==> config.mk <==
export PLATFORM = sky130hd
export DESIGN_NAME = q_align_stream
export DESIGN_NICKNAME = d
export VERILOG_FILES = /design/src/rtl/q_align_stream.sv
export SDC_FILE = /design/constraint.sdc
export NUM_CORES = 1
export LEC_CHECK = 0
export BUFFER_PORTS_ARGS = -buffer_cell sky130_fd_sc_hd__buf_2
export CORE_UTILIZATION = 56
export DETAILED_ROUTE_END_ITERATION = 10
export PLACE_DENSITY = 0.86
export SYNTH_ARGS = -nofsm -noshare
export SYNTH_HDL_FRONTEND = slang
export SYNTH_SLANG_ARGS = --single-unit
==> constraint.sdc <==
create_clock -name clock -period 6.5 [get_ports clock]
set_input_delay 1.3 -clock clock [delete_from_list [all_inputs] [get_ports clock]]
set_output_delay 1.3 -clock clock [all_outputs]
set_load 0.03 [all_outputs]
==> src/rtl/q_align_stream.sv <==
// Multi-lane fixed-point Q-format realigner with selectable rounding, per-lane saturation and a
// sticky saturation event counter, behind a single-register valid/ready stage.
`ifndef Q_WIDTH
`define Q_WIDTH(i, f) (1 + (i) + (f))
`endif

module q_align_stream #(
    parameter int IN_I  = 4,
    parameter int IN_F  = 8,
    parameter int OUT_I = 2,
    parameter int OUT_F = 4,
    parameter int LANES = 4,
    parameter int CNT_W = 16
) (
    input  logic                                      clock,
    input  logic                                      reset_n,
    input  logic                                      in_valid,
    output logic                                      in_ready,
    input  logic [LANES*`Q_WIDTH(IN_I, IN_F)-1:0]     in_data,
    input  logic [1:0]                                round_mode,
    output logic                                      out_valid,
    input  logic                                      out_ready,
    output logic [LANES*`Q_WIDTH(OUT_I, OUT_F)-1:0]   out_data,
    output logic [LANES-1:0]                          out_sat,
    output logic [CNT_W-1:0]                          sat_cnt,
    input  logic                                      sat_cnt_clr
);

    localparam int W_IN  = `Q_WIDTH(IN_I, IN_F);
    localparam int W_OUT = `Q_WIDTH(OUT_I, OUT_F);
    localparam int SH_L  = (OUT_F >= IN_F) ? OUT_F - IN_F : 0;
    localparam int SH_R  = (OUT_F < IN_F) ? IN_F - OUT_F : 0;
    // Wide enough for the left shift, a rounding carry and any output range.
    localparam int WC    = W_IN + SH_L + W_OUT + 2;

    localparam logic signed [WC-1:0] MAXV = {{(WC-W_OUT+1){1'b0}}, {(W_OUT-1){1'b1}}};
    localparam logic signed [WC-1:0] MINV = {{(WC-W_OUT+1){1'b1}}, {(W_OUT-1){1'b0}}};

    logic [LANES*W_OUT-1:0] lane_val;
    logic [LANES-1:0]       lane_sat;
    logic                   accept;

    assign in_ready = !out_valid || out_ready;
    assign accept   = in_valid && in_ready;

    for (genvar k = 0; k < LANES; k++) begin : g_lane
        logic signed [WC-1:0] x;
        logic signed [WC-1:0] r;

        assign x = WC'($signed(in_data[k*W_IN +: W_IN]));

        if (SH_R == 0) begin : g_up
            assign r = x <<< SH_L;
        end else begin : g_dn
            localparam logic [SH_R-1:0] HALF = SH_R'(1) << (SH_R - 1);
            logic signed [WC-1:0] q;
            logic [SH_R-1:0]      rem;
            logic                 inc;

            assign q   = x >>> SH_R;
            assign rem = x[SH_R-1:0];

            always_comb begin
                inc = 1'b0;
                case (round_mode)
                    2'b01:   inc = rem[SH_R-1];
                    2'b10:   inc = (rem > HALF) || ((rem == HALF) && q[0]);
                    default: inc = 1'b0;
                endcase
            end

            assign r = q + {{(WC-1){1'b0}}, inc};
        end

        assign lane_sat[k] = (r > MAXV) || (r < MINV);
        assign lane_val[k*W_OUT +: W_OUT] = (r > MAXV) ? MAXV[W_OUT-1:0] :
                                            (r < MINV) ? MINV[W_OUT-1:0] : r[W_OUT-1:0];
    end

    always_ff @(posedge clock or negedge reset_n) begin
        if (!reset_n) begin
            out_valid <= 1'b0;
            out_data  <= '0;
            out_sat   <= '0;
        end else if (accept) begin
            out_valid <= 1'b1;
            out_data  <= lane_val;
            out_sat   <= lane_sat;
        end else if (out_ready) begin
            out_valid <= 1'b0;
        end
    end

    always_ff @(posedge clock or negedge reset_n) begin
        if (!reset_n) begin
            sat_cnt <= '0;
        end else if (sat_cnt_clr) begin
            sat_cnt <= '0;
        end else if (accept && (|lane_sat) && (sat_cnt != {CNT_W{1'b1}})) begin
            sat_cnt <= sat_cnt + CNT_W'(1);
        end
    end

endmodule

# Yosys cells after proc, flatten, opt, wreduce, memory -nomap -nowiden
# Cells that the tools add are included.
dict set report totals {
  regBits 49
  inputBits 59
  output_inout_bits 50
  word_cells 64
}
dict set report op_classes {
  addsub 5
  order_cmp 12
  eq_ne 7
  mux 16
  n_reduce_logical 20
}
# cell count
set ops {}
lappend ops {{$mux 7} 8}
lappend ops {{$add 9x2->10} 4}
lappend ops {{$gt 10x7->1 const B} 4}
lappend ops {{$lt 10x7->1 const B} 4}
lappend ops {{$mux 16} 2}
lappend ops {{$add 16x1->16 const B} 1}
lappend ops {{$eq 4x4->1 const B} 4}
lappend ops {{$gt 4x4->1 const B} 4}
lappend ops {{$ne 16x16->1 const B} 1}
lappend ops {{$logic_or 1x1->1} 9}
lappend ops {{$pmux 1 s2} 4}
lappend ops {{$logic_and 1x1->1} 7}
lappend ops {{$reduce_bool 2->1} 2}
lappend ops {{$reduce_or 4->1} 1}
lappend ops {{$eq 2x1->1 const B} 1}
lappend ops {{$eq 2x2->1 const B} 1}
lappend ops {{$mux 1} 2}
lappend ops {{$logic_not 1->1} 1}

# Longest topological paths before layout
# Gate-level depths: netlist of run 1.
dict set report depth {
  ltp_word 12
  mapped_depth 15
  ltp_nobuf 13
}

# Worst setup path before layout of run 1
# OpenSTA, ideal clock, no wires.
dict set report synth_timing {
  path_kind {input to register}
  start {in in_data[39]}
  end {reg sat_cnt[2]}
  setup_time_ps 78
  arrival_ps 4181
  required_ps 6422
  setup_slack_ps 2240
  stages 14
  n_path_buf 2
  cell_sequence {or4_1 -> a21oi_1 -> nor3b_1 -> ha_1 -> ha_1 -> buf_2 -> nand2_1 -> nor3_1 -> o311a_2 -> a311oi_1 -> nor4_4 -> buf_6 -> or3_2 -> a21oi_1}
}
dict set report synth_between {
  elab_chain_len 11
  elab_cells_between_ends 13
  classes_between {1 x add/sub; 3 x order compare; 1 x eq/ne; 1 x mux; 7 x reduce/logical}
}
# element line_no
set synth_rtl {}
lappend synth_rtl {{start: declaration} 19} ;# input logic [LANES*`Q_WIDTH(IN_I, IN_F)-1:0] in_data,
lappend synth_rtl {{parallel branches: the longest is 2 deep, another holds $gt 4x4->1} -}
lappend synth_rtl {{$logic_or 1x1->1 *} 67} ;# 2'b10: inc = (rem > HALF) || ((rem == HALF) && q[0]);
lappend synth_rtl {{$pmux 1 s2 *} 65} ;# case (round_mode)
lappend synth_rtl {{$add 9x2->10 *} 72} ;# assign r = q + {{(WC-1){1'b0}}, inc};
lappend synth_rtl {{$gt 10x7->1 / $lt 10x7->1 (equally long branches)} 75} ;# assign lane_sat[k] = (r > MAXV) || (r < MINV);
lappend synth_rtl {{$logic_or 1x1->1 *} 75}
lappend synth_rtl {{$reduce_or 4->1 *} 99} ;# end else if (accept && (|lane_sat) && (sat_cnt != {CNT_W{1'b1}})) begin
lappend synth_rtl {{$logic_and 1x1->1 * (2 in a row)} 99}
lappend synth_rtl {{$reduce_bool 2->1 (no line) *} -}
lappend synth_rtl {{end signal: assignment} 100} ;# sat_cnt <= sat_cnt + CNT_W'(1);
lappend synth_rtl {{end: declaration} 25} ;# output logic [CNT_W-1:0] sat_cnt,
# Every way passes the cells marked *.
# A chain may end at the register's enable or synchronous reset.

# Worst setup path after layout of run 1
dict set report layout_timing {
  start {in in_data[0]}
  end {reg sat_cnt[11]}
}
# Same word-level chain as after synthesis.

==> reports/qor.csv, run 1 <==
stage,metric,value,unit
floorplanning,die_w,81.5,µm
timing,fin_skew,0.00162,ns
synthesis,synthTopCellsByArea,"dfrtp_1, nand2_1, a21oi_1, ha_1, o21ai_0",
global_route,grt_overflow,0,
route,wl_per_cell,14.7,µm
route,avgViaCountPerCell,6.03,
synthesis,yosysTopAreaCell,dfrtp_1,
timing,report.final.setup_viol,0,
synthesis,syn_area_per_cell,8.65,µm²
setup_path,arrival,4.93,ns
route,drc,0,
global_route,grt_max_degree,50,
timing,fin_crit_sh,0.729,
synthesis,synthArstFlopShare,1.00,
floorplanning,io-pin-count,109,
timing,fin_tns_setup,0,ns
clock_tree,cts_max_path_buffers,2,
run_status,status,"finished, final reports clean",
setup_path,end_kind,flop,
finish,antenna_cells,0,
finish,fin_nets,572,
synthesis,ys_seq_area_frac,0.347,
placed_design,dp_hpwl,6300,µm
floorplanning,fp.dieH,81.5,µm
route,drt_iter0_drc,181,
timing,hold_viol_final,0,
finish,stdcell_area,4100,µm²
finish,area_growth,16.0,%
synthesis,synth-main-ff-cell,dfrtp_1,
power,p_per_area,189,nW/µm²
setup_path,crit_path_max_fanout,26,
finish,multi_input_area,2110,µm²
placed_design,port-buffer-count,108,
clock_tree,path_clk_slew,0.09,ns
run,maxCapViolCount,0,
synthesis,syn_nets,479,
finish,drive_above_1_share,0.273,
global_route,grt_pass1_vias,3093,
clock_tree,cts_tree,built,
timing,rsz0062_at_grt,false,
synthesis,ys_ff_latch,49,
setup_path,startpoint_type,input port,
synthesis,yosysWarningCount,0,
clock_tree,htree_levels,2,
synthesis,synth_edf_count,0,
synthesis,synth_area,3540,µm²
route,ant_nets,0,
floorplanning,initial_core_util,0.590,
floorplanning,rows,28,
synthesis,syn_inst,409,
setup_path,criticalPathCategory,input port to flop,
finish,seq_area,1230,µm²
route,num_vias,3478,
power,peakVddDrop,0.111,mV
timing,worst_hold_slack,0.481,ns
timing,tightest_slew,1.25,ns
route,first_pass_iters,5,
clock_tree,ctsResizeCount,0,
clock_tree,cts.sinks,49,
global_route,antenna_found_initial,0,
route,routed_wirelength,8460,µm
timing,report.final.slew_viol_count,0,
synthesis,synth_top_area_frac,0.347,
timing,fmax,0.211,GHz
placed_design,placedInstanceArea,4020,µm²
worst_hold_path,min_path_type,flop to flop,
finish,fin_util,0.685,
clock_tree,clk_latency,0.30,ns
timing,slew_headroom,0.156,
placed_design,gp_congestion,0.919,
finish,final_common_cell,buf_2,
clock_tree,holdBufCountCts,0,
global_route,grt_util_all_layers,0.269,
clock_tree,postCtsSetupRepairBufs,0,
timing,final.min_clock_period,4.74,ns
finish,nFillCells,498,
global_route,grt_pass1_wl,13900,µm
setup_path,cp.required,6.70,ns
floorplanning,die_area,6640,µm²
power,p_leak,1.81,nW
synthesis,synth.distinct_cells,65,
clock_tree,numCtsBuffers,5,
finish,layout_common_cells,"buf_2, nand2_1, dfrtp_1",
clock_tree,cts_root_buffer,clkbuf_8,
floorplanning,placeableCoreArea,5990,µm²
[stage by stage]
stage               power (mW)  instances  worst slack [ns]
floorplan                0.513        409              2.24
global placement         0.590        570              1.65
detailed placement       0.597        570              1.51
CTS                      0.783        577              1.83
global route             0.819        577              1.55
finish                   0.777        577              1.76
[Yosys cell counts, drive strengths merged, types with 3 or more instances]
master  count
o21ai      27
nand2      56
inv        10
nand3      23
ha         11
nor2       22
a21oi      29
xnor2       8
nand4      12
o22a        6
and4        3
nor3        7
o31ai       8
mux2        6
or4         6
dfrtp      49
and3        4
nand2b      3
or3        11
xor2       11
and2        5
nor3b       6
nor2b      12
o21a        9
o211ai      9
buf        14
clkbuf      7
nor4        5
[flip-flops by register name, summed over array words and instances, names as in the netlist]
signal and count:
out_data 28, sat_cnt 16, out_sat 4, out_valid 1
[power breakdown]
group          internal (mW)  switching (mW)
clock network         0.0847           0.101
logic                 0.0778           0.161
registers              0.336          0.0169
[cell families after synthesis]
family	synth area share
mux	0.0230
xor+xnor	0.0470
fa+ha+maj	0.0389
flops	0.347
compound gates	0.207
simple gates	0.281
buf+inv	0.0562
[critical path, stage by stage]
cell	delay, ns
buf_2	0.10
or4_1	0.51
a21oi_1	0.17
nor3b_1	0.08
ha_1	0.26
ha_1	0.34
nand2b_1	0.20
or4_1	0.40
a21oi_1	0.15
nor3_1	0.10
nor4_4	0.85
nor3b_1	0.16
mux2_2	0.32
[path summary, 6_finish.rpt]
kind                                               start                        to  slack, ns  cells past startpoint
min in group asynchronous                        reset_n    sat_cnt[9]$_DFFE_PN0P_       1.19                      1
worst max register to register     out_valid$_DFFE_PN0P_    sat_cnt[8]$_DFFE_PN0P_       3.81                      5
worst min-delay path            out_data[20]$_DFFE_PN0P_  out_data[20]$_DFFE_PN0P_       0.48                      2
worst min register to register  out_data[20]$_DFFE_PN0P_  out_data[20]$_DFFE_PN0P_       0.48                      2
worst max-delay path                          in_data[0]   sat_cnt[11]$_DFFE_PN0P_       1.76                     13
max in group asynchronous                        reset_n    sat_cnt[7]$_DFFE_PN0P_       4.62                      1
[per-layer routing]
metal	share of wire	vias to the layer above	track usage
met2	0.48	134	0.443
li1	-	1689	-
met4	0.021	0	0.0929
met5	0	-	0
met1	0.44	1633	0.348
met3	0.064	22	0.0556
[layout make-up]
cell class	instances	area share
inverters	10	0.00915
multi-input cells	327	0.515
flip-flops and latches	49	0.299
well taps	75	0.0229
clock buffers	7	0.0210
repair buffers	109	0.134
Note: power is estimated with default switching activity, not from simulation.
==> inputs of run 2 (changes only) <==
--- a/config.mk
+++ b/config.mk
@@ -5,10 +5,11 @@
 export SDC_FILE = /design/constraint.sdc
 export NUM_CORES = 1
 export LEC_CHECK = 0
+export ABC_AREA = 1
 export BUFFER_PORTS_ARGS = -buffer_cell sky130_fd_sc_hd__buf_2
-export CORE_UTILIZATION = 56
+export CORE_UTILIZATION = 52
 export DETAILED_ROUTE_END_ITERATION = 10
-export PLACE_DENSITY = 0.86
+export PLACE_DENSITY = 0.81
 export SYNTH_ARGS = -nofsm -noshare
 export SYNTH_HDL_FRONTEND = slang
 export SYNTH_SLANG_ARGS = --single-unit
==> constraint.sdc (replaced) <==
create_clock -name clock -period 4.96 [get_ports clock]
set_input_delay 0.992 -clock clock [delete_from_list [all_inputs] [get_ports clock]]
set_output_delay 0.992 -clock clock [all_outputs]
set_load 0.03 [all_outputs]
==> reports/qor.csv, run 2 <==
stage,metric,value,unit
setup_path,end_kind,flop,
run_status,status,"finished, final reports clean",
run,maxCapViolCount,0,
timing,fin_crit_sh,0.702,
power,p_comb_frac,0.293,
power,p_total,1.02,mW
route,ant_nets,0,
route,drt_iter0_drc,161,
placed_design,port-buffer-count,108,
finish,antenna_cells,0,
timing,report.final.slew_viol_count,0,
route,num_vias,3482,
route,wl_per_cell,12.4,µm
clock_tree,cts_tree,built,
power,p_leak,2.25,nW
power,power.switching,0.364,mW
finish,nFillCells,578,
synthesis,syn_inst,476,
global_route,grt_pass1_wl,14400,µm
power,p_int,0.658,mW
setup_path,cp.required,5.20,ns
setup_path,crit_path_max_fanout,17,
synthesis,synth-main-ff-cell,dfrtp_1,
setup_path,criticalPathCategory,input port to flop,
finish,reg_top3,"out_data (28), sat_cnt (16), out_sat (4)",
synthesis,synthArstFlopShare,1.00,
placed_design,gp_congestion,0.869,
clock_tree,cts_root_buffer,clkbuf_8,
synthesis,yosysTopAreaCell,dfrtp_1,
power,sequentialPowerShare,0.456,
clock_tree,clk_latency,0.30,ns
clock_tree,path_clk_slew,0.09,ns
timing,fin_tns_setup,0,ns
route,avgViaCountPerCell,5.28,
synthesis,synth_top_area_frac,0.360,
global_route,grt_pass1_vias,3285,
synthesis,synthTopCellsByArea,"dfrtp_1, nand2_1, nand3_1, inv_1, nor2_1",
finish,final_common_cell,nand2_1,
route,first_pass_iters,4,
power,switching_share,0.356,
finish,multi_input_area,1920,µm²
synthesis,synth.distinct_cells,30,
floorplanning,die_w,82.9,µm
power,clock_power_share,0.251,
timing,slew_headroom,0.304,
finish,largest_reg_flops,28,
synthesis,synth_common_cells,"nand2_1, inv_1, nor2_1, dfrtp_1, nand3_1",
placed_design,dp_hpwl,6390,µm
synthesis,synth_area,3400,µm²
floorplanning,fp.dieH,82.9,µm
clock_tree,cts_max_path_buffers,2,
synthesis,synth_most_common_cell,nand2_1,
global_route,grt_max_degree,50,
timing,rsz0062_at_grt,false,
finish,seq_area,1230,µm²
clock_tree,postCtsSetupRepairBufs,0,
clock_tree,ctsResizeCount,0,
timing,fin_skew,0.00652,ns
worst_hold_path,min_path_type,flop to flop,
finish,layout_common_cells,"nand2_1, buf_2, inv_1, nor2_1, dfrtp_1",
timing,fmax,0.287,GHz
floorplanning,io-pin-count,109,
timing,final.min_clock_period,3.48,ns
timing,tightest_slew,1.04,ns
synthesis,ys_ff_latch,49,
finish,fin_cells,660,
synthesis,syn_nets,546,
global_route,grt_overflow,0,
clock_tree,holdBufCountCts,0,
synthesis,ys_seq_area_frac,0.360,
finish,drive_above_1_share,0.252,
finish,top_register,out_data,
setup_path,arrival,3.72,ns
clock_tree,cts.sinks,49,
floorplanning,placeableCoreArea,6350,µm²
route,routed_wirelength,8200,µm
timing,hold_viol_final,0,
global_route,grt_util_all_layers,0.251,
clock_tree,numCtsBuffers,5,
setup_path,startpoint_type,input port,
floorplanning,die_area,6870,µm²
finish,area_growth,20.5,%
floorplanning,rows,29,
synthesis,syn_area_per_cell,7.15,µm²
placed_design,dp_cells,652,
global_route,antenna_found_initial,0,
synthesis,yosysWarningCount,0,
clock_tree,htree_levels,2,
route,drc,0,
floorplanning,initial_core_util,0.536,
synthesis,synth_edf_count,0,
power,p_per_area,249,nW/µm²
finish,fin_nets,652,
timing,report.final.setup_viol,0,
power,peakVddDrop,0.172,mV
## run 2: cell families after synthesis
logic type               count (synthesis)  synth area share
AO/OA/AOI/OAI                           42            0.0654
XOR/XNOR                                22            0.0566
adder cells (fa/ha/maj)                 11            0.0404
buffers and inverters                   66            0.0768
flip-flops                              49             0.360
AND/OR/NAND/NOR                        286             0.401
## run 2: final timing paths
kind	startpoint	to	slack, ns	cells past startpoint
setup / recovery	round_mode[0]	sat_cnt[6]$_DFFE_PN0P_	1.48	20
hold / removal	out_data[20]$_DFFE_PN0P_	out_data[20]$_DFFE_PN0P_	0.49	2
setup reg to reg	sat_cnt[0]$_DFFE_PN0P_	sat_cnt[6]$_DFFE_PN0P_	2.53	9
hold reg to reg	out_data[20]$_DFFE_PN0P_	out_data[20]$_DFFE_PN0P_	0.49	2
max in group asynchronous	reset_n	out_data[25]$_DFFE_PN0P_	3.44	1
min in group asynchronous	reset_n	out_data[10]$_DFFE_PN0P_	0.86	1
## run 2: power groups by stage
stage	registers, mW	logic [mW]	clock network, mW
detailed placement	0.473	0.302	0
global placement	0.473	0.296	0
global route	0.471	0.329	0.279
CTS	0.466	0.302	0.260
finish	0.466	0.300	0.256
floorplan	0.554	0.110	0
## run 2: stage by stage
stage / cell area [µm²] / utilization / hold WS [ns] / setup slack [ns]
2_1_floorplan: 3400 / - / 0.666 / 1.70
3_3_place_gp: 4000 / 0.630 / 0.467 / 1.21
3_5_place_dp: 4000 / 0.630 / 0.475 / 1.16
4_1_cts: 4100 / 0.646 / 0.497 / 1.48
5_1_grt: 4100 / 0.646 / 0.517 / 1.17
6_report: 4100 / 0.646 / 0.493 / 1.48
## run 2: final cells by class
type                    count  area share
flip-flops and latches     49       0.299
repair buffers            110       0.135
clock inverters             1     0.00122
clock buffers               7      0.0235
inverters                  55      0.0503
well taps                  77      0.0235
multi-input cells         361       0.467
## run 2: critical path, stage by stage
cell     delay, ns
buf_2         0.09
inv_1         0.04
ha_1          0.36
nor3b_1       0.34
ha_1          0.26
ha_1          0.18
nand2_1       0.11
nor2_4        0.14
nand2_1       0.06
nand2_1       0.05
nand2_1       0.06
nor2_1        0.10
nand2_1       0.05
nand2_1       0.11
nand2_1       0.10
nor2_4        0.11
nand2_4       0.14
nand2_4       0.20
nand3_1       0.11
nand2_1       0.11
## run 2: routing by layer
metal  track usage  vias to the layer above  wire length (µm)
met5             0                        -                 0
li1              -                     1755                 -
met2         0.425                      137              3890
met3        0.0487                       13               568
met1         0.325                     1577              3620
met4        0.0752                        0               130
